`config.mk`:
```
export PLATFORM = sky130hd
export DESIGN_NAME = prog_insmem
export DESIGN_NICKNAME = d
export VERILOG_FILES = /design/src/rtl/insmem_pkg.sv /design/src/rtl/insmem_array.sv /design/src/rtl/prog_insmem.sv
export SDC_FILE = /design/constraint.sdc
export NUM_CORES = 2
export LEC_CHECK = 0
export CORE_ASPECT_RATIO = 1.2
export CORE_UTILIZATION = 56
export DETAILED_ROUTE_END_ITERATION = 8
export MAX_ROUTING_LAYER = met4
export PLACE_DENSITY = 0.75
export SYNTH_ARGS = -nofsm -noshare
export SYNTH_HDL_FRONTEND = slang
export SYNTH_SLANG_ARGS = --single-unit
```
`constraint.sdc`:
```
create_clock -name clk -period 3.1 [get_ports clk]
set_clock_uncertainty 0.2 [all_clocks]
set_input_delay 0.465 -clock clk [delete_from_list [all_inputs] [get_ports clk]]
set_output_delay 0.465 -clock clk [all_outputs]
set_load 0.01 [all_outputs]
```
`src/rtl/insmem_pkg.sv`:
```
// Shared types for the loadable instruction memory: FSM states, fetch fault
// codes and the default word returned on faults and after reset.
package insmem_pkg;

    typedef enum logic [1:0] {
        ST_EMPTY = 2'd0,
        ST_LOAD  = 2'd1,
        ST_READY = 2'd2
    } state_t;

    typedef enum logic [1:0] {
        FAULT_NONE     = 2'd0,
        FAULT_MISALIGN = 2'd1,
        FAULT_RANGE    = 2'd2
    } fault_t;

    localparam logic [31:0] NOP_WORD_DEFAULT = 32'h0000_0000;

endpackage

```
`src/rtl/insmem_array.sv`:
```
// DEPTH x DATA_W RAM, one write port and one registered read port.
// No reset on the storage or the read register so it maps onto block RAM.
module insmem_array #(
    parameter int DATA_W = 32,
    parameter int DEPTH  = 64,
    parameter int AW     = $clog2(DEPTH)
) (
    input  logic              clk,
    input  logic              we,
    input  logic [AW-1:0]     waddr,
    input  logic [DATA_W-1:0] wdata,
    input  logic              re,
    input  logic [AW-1:0]     raddr,
    output logic [DATA_W-1:0] rdata
);

    logic [DATA_W-1:0] mem [DEPTH];

    always_ff @(posedge clk) begin
        if (we) mem[waddr] <= wdata;
        if (re) rdata <= mem[raddr];
    end

endmodule

```
`src/rtl/prog_insmem.sv`:
```
// Loadable instruction memory: sequential load port fills the program, then
// byte-addressed fetches are served with a one-cycle registered read.
module prog_insmem
    import insmem_pkg::*;
#(
    parameter int               DATA_W   = 32,
    parameter int               DEPTH    = 64,
    parameter logic [DATA_W-1:0] NOP_WORD = DATA_W'(NOP_WORD_DEFAULT)
) (
    input  logic                       clk,
    input  logic                       reset,
    input  logic                       ld_valid,
    input  logic [DATA_W-1:0]          ld_data,
    input  logic                       ld_last,
    output logic                       ld_ready,
    input  logic                       reload,
    input  logic                       f_req,
    input  logic [31:0]                pc,
    output logic                       f_ready,
    output logic                       f_valid,
    output logic [DATA_W-1:0]          inscode,
    output logic [1:0]                 f_fault,
    output logic                       loaded,
    output logic [$clog2(DEPTH):0]     ld_count
);

    localparam int AW = $clog2(DEPTH);
    localparam int CW = AW + 1;

    state_t            state;
    logic [CW-1:0]     count;
    fault_t            fault_q;
    logic              valid_q;
    logic              hold_nop;
    logic [DATA_W-1:0] rd_data;

    logic              ld_fire;
    logic              f_fire;
    logic              last_word;
    logic [AW-1:0]     idx;
    logic [31:0]       limit;
    fault_t            fault_now;

    assign ld_ready  = (state != ST_READY);
    assign f_ready   = (state == ST_READY);
    assign ld_fire   = ld_valid && ld_ready && !reload;
    assign f_fire    = f_req && f_ready;
    // The DEPTH-th accepted word closes the program even without ld_last.
    assign last_word = ld_last || (count == CW'(DEPTH - 1));
    assign idx       = pc[AW+1:2];
    assign limit     = {{(32-CW-2){1'b0}}, count, 2'b00};

    always_comb begin
        fault_now = FAULT_NONE;
        if (pc[1:0] != 2'b00)
            fault_now = FAULT_MISALIGN;
        else if (pc >= limit)
            fault_now = FAULT_RANGE;
    end

    always_ff @(posedge clk or negedge reset) begin
        if (!reset) begin
            state <= ST_EMPTY;
            count <= '0;
        end else if (reload) begin
            state <= ST_EMPTY;
            count <= '0;
        end else if (ld_fire) begin
            count <= count + 1'b1;
            state <= last_word ? ST_READY : ST_LOAD;
        end
    end

    // hold_nop remembers whether the last answered fetch faulted, so inscode
    // keeps returning NOP_WORD while idle instead of stale RAM output.
    always_ff @(posedge clk or negedge reset) begin
        if (!reset) begin
            valid_q  <= 1'b0;
            fault_q  <= FAULT_NONE;
            hold_nop <= 1'b1;
        end else begin
            valid_q <= f_fire;
            fault_q <= f_fire ? fault_now : FAULT_NONE;
            if (f_fire) hold_nop <= (fault_now != FAULT_NONE);
        end
    end

    insmem_array #(
        .DATA_W (DATA_W),
        .DEPTH  (DEPTH),
        .AW     (AW)
    ) u_array (
        .clk   (clk),
        .we    (ld_fire),
        .waddr (count[AW-1:0]),
        .wdata (ld_data),
        .re    (f_fire && (fault_now == FAULT_NONE)),
        .raddr (idx),
        .rdata (rd_data)
    );

    assign f_valid  = valid_q;
    assign f_fault  = fault_q;
    assign inscode  = hold_nop ? NOP_WORD : rd_data;
    assign loaded   = (state == ST_READY);
    assign ld_count = count;

endmodule

```
# Yosys cells after proc, flatten, opt, wreduce, memory -nomap -nowiden
# Memories as Yosys holds them, arrays and structs flattened. A register that Yosys moved wholly into a read port is not among the register bits.
# Index checks and enable logic that the tools add are counted.
# totals
register_bits	13
latch_bits	0
mem_bits_rw	2048
romBits	0
inputBits	70
n_memories	1
# op_classes
n_addsub	1
multipliers	0
n_div	0
n_lt_le_gt_ge	1
n_eq_ne	3
shifts	0
n_mux	11
bitwise_logic	0
n_reduce_logical	10
# mem_list
memory	words	word_bits	rd	rd_clocked_by_memory_dff	wr	line	source
u_array.mem	64	32	1	1	1	insmem_array.sv:17	logic [DATA_W-1:0] mem [DEPTH];
# ops
cell	count
$ge 32x9->1	1
$mux 32	1
$mux 7	2
$mux 2	6
$add 7x1->7 const B	1
$eq 7x6->1 const B	1
$reduce_bool 2->1	3
$logic_and 1x1->1	4
$eq 2x2->1 const B	1
$logic_not 2->1	1
$mux 1	2
$ne 2x2->1 const B	1
$logic_not 1->1	1
$logic_or 1x1->1	1

# Depth between registers and ports, before layout
# depth
ltp_word	5
depth_mapped	12
depth_no_buf	7

# Hierarchy
# From an unflattened synthesis, not the netlist that was laid out.
# unflattened
cells_unflattened	3448
area_unflattened_um2	79904.1
# modules_own_cells
module	instances	cells_each	area_each_um2	seq_area_each_um2
insmem_array	1	3324	78835.6	62459.9
prog_insmem	1	124	1068.5	326.6

# Least setup slack after synthesis
# Ideal clock, no wire load.
# synth_timing
path_kind	input to register
start	in pc[2]
end	reg u_array.rdata[0], read port of u_array.mem, enable pin
setup_time_ns	0.392
arrival_ns	3.196
required_time_ns	2.508
slack_ns	-0.688
stages	12
path_buffers	5
path_cell_list	buf_6 -> buf_4 -> buf_4 -> buf_4 -> inv_1 -> clkbuf_1 -> ha_1 -> or3b_2 -> a21boi_0 -> o2111ai_1 -> a21o_1 -> and2_1
# synth_via
elab_chain_len	5
# synth_rtl
item	line	source
start: declaration	prog_insmem.sv:18	input logic [31:0] pc,
$ge 32x9->1	prog_insmem.sv:57	else if (pc >= limit)
$mux 2	prog_insmem.sv:57	
$mux 2	prog_insmem.sv:55	if (pc[1:0] != 2'b00)
$logic_not 2->1	prog_insmem.sv:97	.re (f_fire && (fault_now == FAULT_NONE)),
$logic_and 1x1->1	prog_insmem.sv:97	
via u_array.re	insmem_array.sv:12	input logic re,
end: declaration	insmem_array.sv:14	output logic [DATA_W-1:0] rdata
# The timed path passes the listed nets, and every way through them passes these cells.
# A chain may end at the register's enable or synchronous reset.

# Final worst setup path
# layout_timing
start	reg hold_nop
end	out inscode[21]
# layout_via
elab_chain_len	1
# layout_rtl
item	line	source
start: declaration	prog_insmem.sv:34	logic hold_nop;
start signal: assignment	prog_insmem.sv:84	if (f_fire) hold_nop <= (fault_now != FAULT_NONE);
$mux 32	prog_insmem.sv:104	assign inscode = hold_nop ? NOP_WORD : rd_data;
end: declaration	prog_insmem.sv:21	output logic [DATA_W-1:0] inscode,
# Every way passes these cells.

==> key figures <==
Clock network
  – Reg clk slew, reported paths: ~0.07 ns
  – Clock buffer depth: 3
  – Clk_lat worst skew: 0.83 ns
  – Clk sinks: 2093
  – Root Driver: clkbuf_16
  – CTS tree: built
  – Total CTS buffers: 186
  – H-tree Lvls: 4

Worst hold path
  – Hold path cells: 1
  – Hold Path Class: input pin to register

Finish
  – Storage element area: 62800 um2
  – Ratio of cells with drive above 1 in the final layout: 30.8%
  – Final net count: ~4000
  – Synth-to-layout area growth: 15.8%
  – Footprint of the multi-input gates: 17000 um2
  – Fillers: 8606
  – Finished Layout Cells: about 6000

Pwr
  – Power Density: around 600 nW/um2
  – Leak: a little under 30 nW
  – VDD IR-drop max: between 0.5 and 0.6 mV

Floorplan
  – Core Area: 142000 um2
  – Num rows: 151
  – Die Wd: 348 um
  – Initial core utilization: 56.7%
  – Die height: 417 um
  – Boundary Pins: 115
  – Die area: 145000 um2

Global route
  – Vias in the first global route: 40550
  – Largest net degree at the start of global routing: 66
  – All-Layer GR Usage: 28.4%
  – Grt total ovfl: 0
  – Initial antenna violation count: 10
  – First-pass GRT wire length: 283 mm

Setup path
  – CP Class: register to output port
  – Critical Path End Type: output port
  – Reg2Reg Depth: 4
  – Worst-path maximum fanout: 9
  – CP Launch Type: register
  – Critical Path RT: 2.43 ns
  – Worst EP arrival: ~2.4 ns

Logic synthesis
  – Syn Area/Cell: 22.8 um2
  – Ranking of synthesized cells by area: edfxtp_1 (78%), mux4_2 (15%), mux2i_1 (0.83%)
  – Flops & latches, synth: 2093
  – Post-synth EDFFs: 2080
  – Area leader, netlist: edfxtp_1
  – Sequential cell area fraction in the yosys report: 78.1%
  – Cell Area, Synth: 80400 um2
  – Synth warn: 0
  – Main synth FF type: edfxtp_1
  – Most frequent cell after synthesis: edfxtp_1
  – Syn Inst Count: around 3500
  – Share of the synthesized area in the top cell type: between 70 and 80%
  – Synth cell types: 45
  – Most frequent cells after synthesis: edfxtp_1 (2080), mux4_2 (523), nor2_1 (103), nand2_1 (77), mux2i_1 (67)
  – Synth Net Count: 3600
  – Asr flop ratio synth: 0.621%

Detailed routing
  – DR WL/cell: 33.1 um
  – Final wirelength: 197 mm
  – Iteration count of the initial detailed-routing pass: 6
  – DR DRC count: 0
  – First DRT Iteration DRCs: roughly 5200
  – Via density per instance: 6.69
  – Via count: between 30000 and 40000
  – Final ANT Viol Nets: 0

Timing
  – Fin crit share: ~98%
  – F_max: 0.329 GHz
  – Slew Viols, Final: 0
  – Slew margin rel.: 19.2%
  – Count of final hold-check violations: 0
  – # setup viols final: 0
  – Post-layout minimum cycle time: 3.04 ns
  – RSZ-0062 raised after global routing: false
  – Slew @ Worst Pin: 1.21 ns
  – Setup TNS: 0 ns

Placed design
  – Placed insts: 5602
  – Global placement routability congestion: 0.825
  – Port Buffers: 114
  – HPWL Detailed: about 110 mm

Job
  – # Max-Cap Violations: 0

Status
  – Status: finished, final reports clean
==> cells in the final DEF (no fill, tap or decap), types with 19 or more instances in the layout <==
| master | instances |
|---|---|
| nor2b_1 | 57 |
| mux2_2 | 54 |
| o21ai_0 | 29 |
| a21oi_1 | 36 |
| clkinv_2 | 29 |
| clkbuf_1 | 40 |
| nand2b_1 | 27 |
| nand3_1 | 28 |
| edfxtp_1 | 2080 |
| buf_12 | 121 |
| clkdlybuf4s50_1 | 71 |
| mux4_2 | 523 |
| buf_4 | 202 |
| nand2_1 | 77 |
| nor2_4 | 64 |
| a221o_1 | 21 |
| o22ai_1 | 19 |
| clkbuf_16 | 187 |
| buf_2 | 33 |
| a221oi_1 | 24 |
| clkinv_1 | 46 |
| mux2i_1 | 67 |
| nor2_1 | 39 |
| o221ai_1 | 30 |
| a22oi_1 | 30 |
==> flip-flops by register name (all words and copies together), names as in the netlist <==
register / flops
hold_nop: 1
f_fault: 2
ld_count: 7
u_array.rdata: 32
u_array.mem: 2048
f_valid: 1
state: 2
==> where the power goes <==
group / switching (mW) / leakage, nW / internal (mW)
registers: 0.0215 / 18.9 / 31.2
clock network: 10.1 / 2.87 / 12.5
logic: 1.67 / 7.57 / 1.24
total: 11.8 / 29.3 / 44.9
==> layout make-up <==
class | count | area share [%]
clock buffers | 227 | 5.19
diodes | 4 | 0.0108
repair buffers | 443 | 5.36
clock inverters | 113 | 1.14
inverters | 11 | 0.0444
well taps | 1836 | 2.47
flip-flops and latches | 2093 | 67.5
multi-input cells | 1228 | 18.3
==> stage by stage <==
step                total power [mW]  instance area, um2  util [%]  hold WS (ns)  setup slack, ns
CTS                             56.8               93000      65.6       0.00159           0.0123
detailed placement              34.7               87000      61.4         0.346           0.0166
floorplan                       33.3               80400         -       -0.0306          -0.0949
global placement                34.6               87000      61.4         0.319           0.0265
global route                    58.0               93000      65.7        0.0443           0.0174
finish                          56.6               93000      65.7        0.0430           0.0583
==> path summary, 6_finish.rpt <==
path,from,endpoint,slack [ns]
min in group asynchronous,reset,ld_count[4]$_DFFE_PN0P_,0.38
worst min-delay path,ld_data[7],u_array.mem[17][7]$_DFFE_PP_,0.04
worst max-delay path,hold_nop$_DFFE_PN1P_,inscode[21],0.06
worst min register to register,state[1]$_DFFE_PN0P_,state[1]$_DFFE_PN0P_,0.35
max in group asynchronous,reset,f_valid$_DFF_PN0_,1.92
worst max register to register,ld_count[2]$_DFFE_PN0P_,u_array.mem[30][21]$_DFFE_PP_,0.42
==> logic make-up (layout without fill, tap and decap cells) <==
| kind of cell | Yosys count | after routing | share of synthesized area [%] |
|---|---|---|---|
| XOR/XNOR | 5 | 5 | 0.0545 |
| buffers and inverters | 201 | 794 | 1.30 |
| other | 0 | 4 | 0 |
| flip-flops | 2093 | 2093 | 78.1 |
| adder cells (fa/ha/maj) | 8 | 8 | 0.125 |
| AO/OA/AOI/OAI | 240 | 240 | 2.16 |
| multiplexers | 644 | 644 | 16.2 |
| AND/OR/NAND/NOR | 331 | 331 | 1.97 |
==> repair_timing <==
action	4_1_cts	5_1_grt
gates cloned	2	0
hold endpoints to repair	77	0
setup endpoints to repair	32	4
buffers inserted	3	0
hold buffers	4	0
resized for setup	9	3
==> routing by layer <==
metal | up-vias | routed length (um) | GRT usage (%) | part of all wire, %
met2 | 2408 | 99400 | 45.9 | 50
met1 | 21164 | 73100 | 37.5 | 37
met3 | 397 | 18400 | 4.82 | 9.3
li1 | 15889 | - | - | -
met5 | - | 0 | - | 0
met4 | 0 | 6000 | 8.77 | 3.0
==> worst max-delay path: stages, from the launching register on <==
cell and delay (ns):
dfstp_4 0.62, buf_12 0.20, buf_4 0.19, nor2b_1 0.07, clkdlybuf4s50_1 0.47
(Power assumes the default switching activity.)
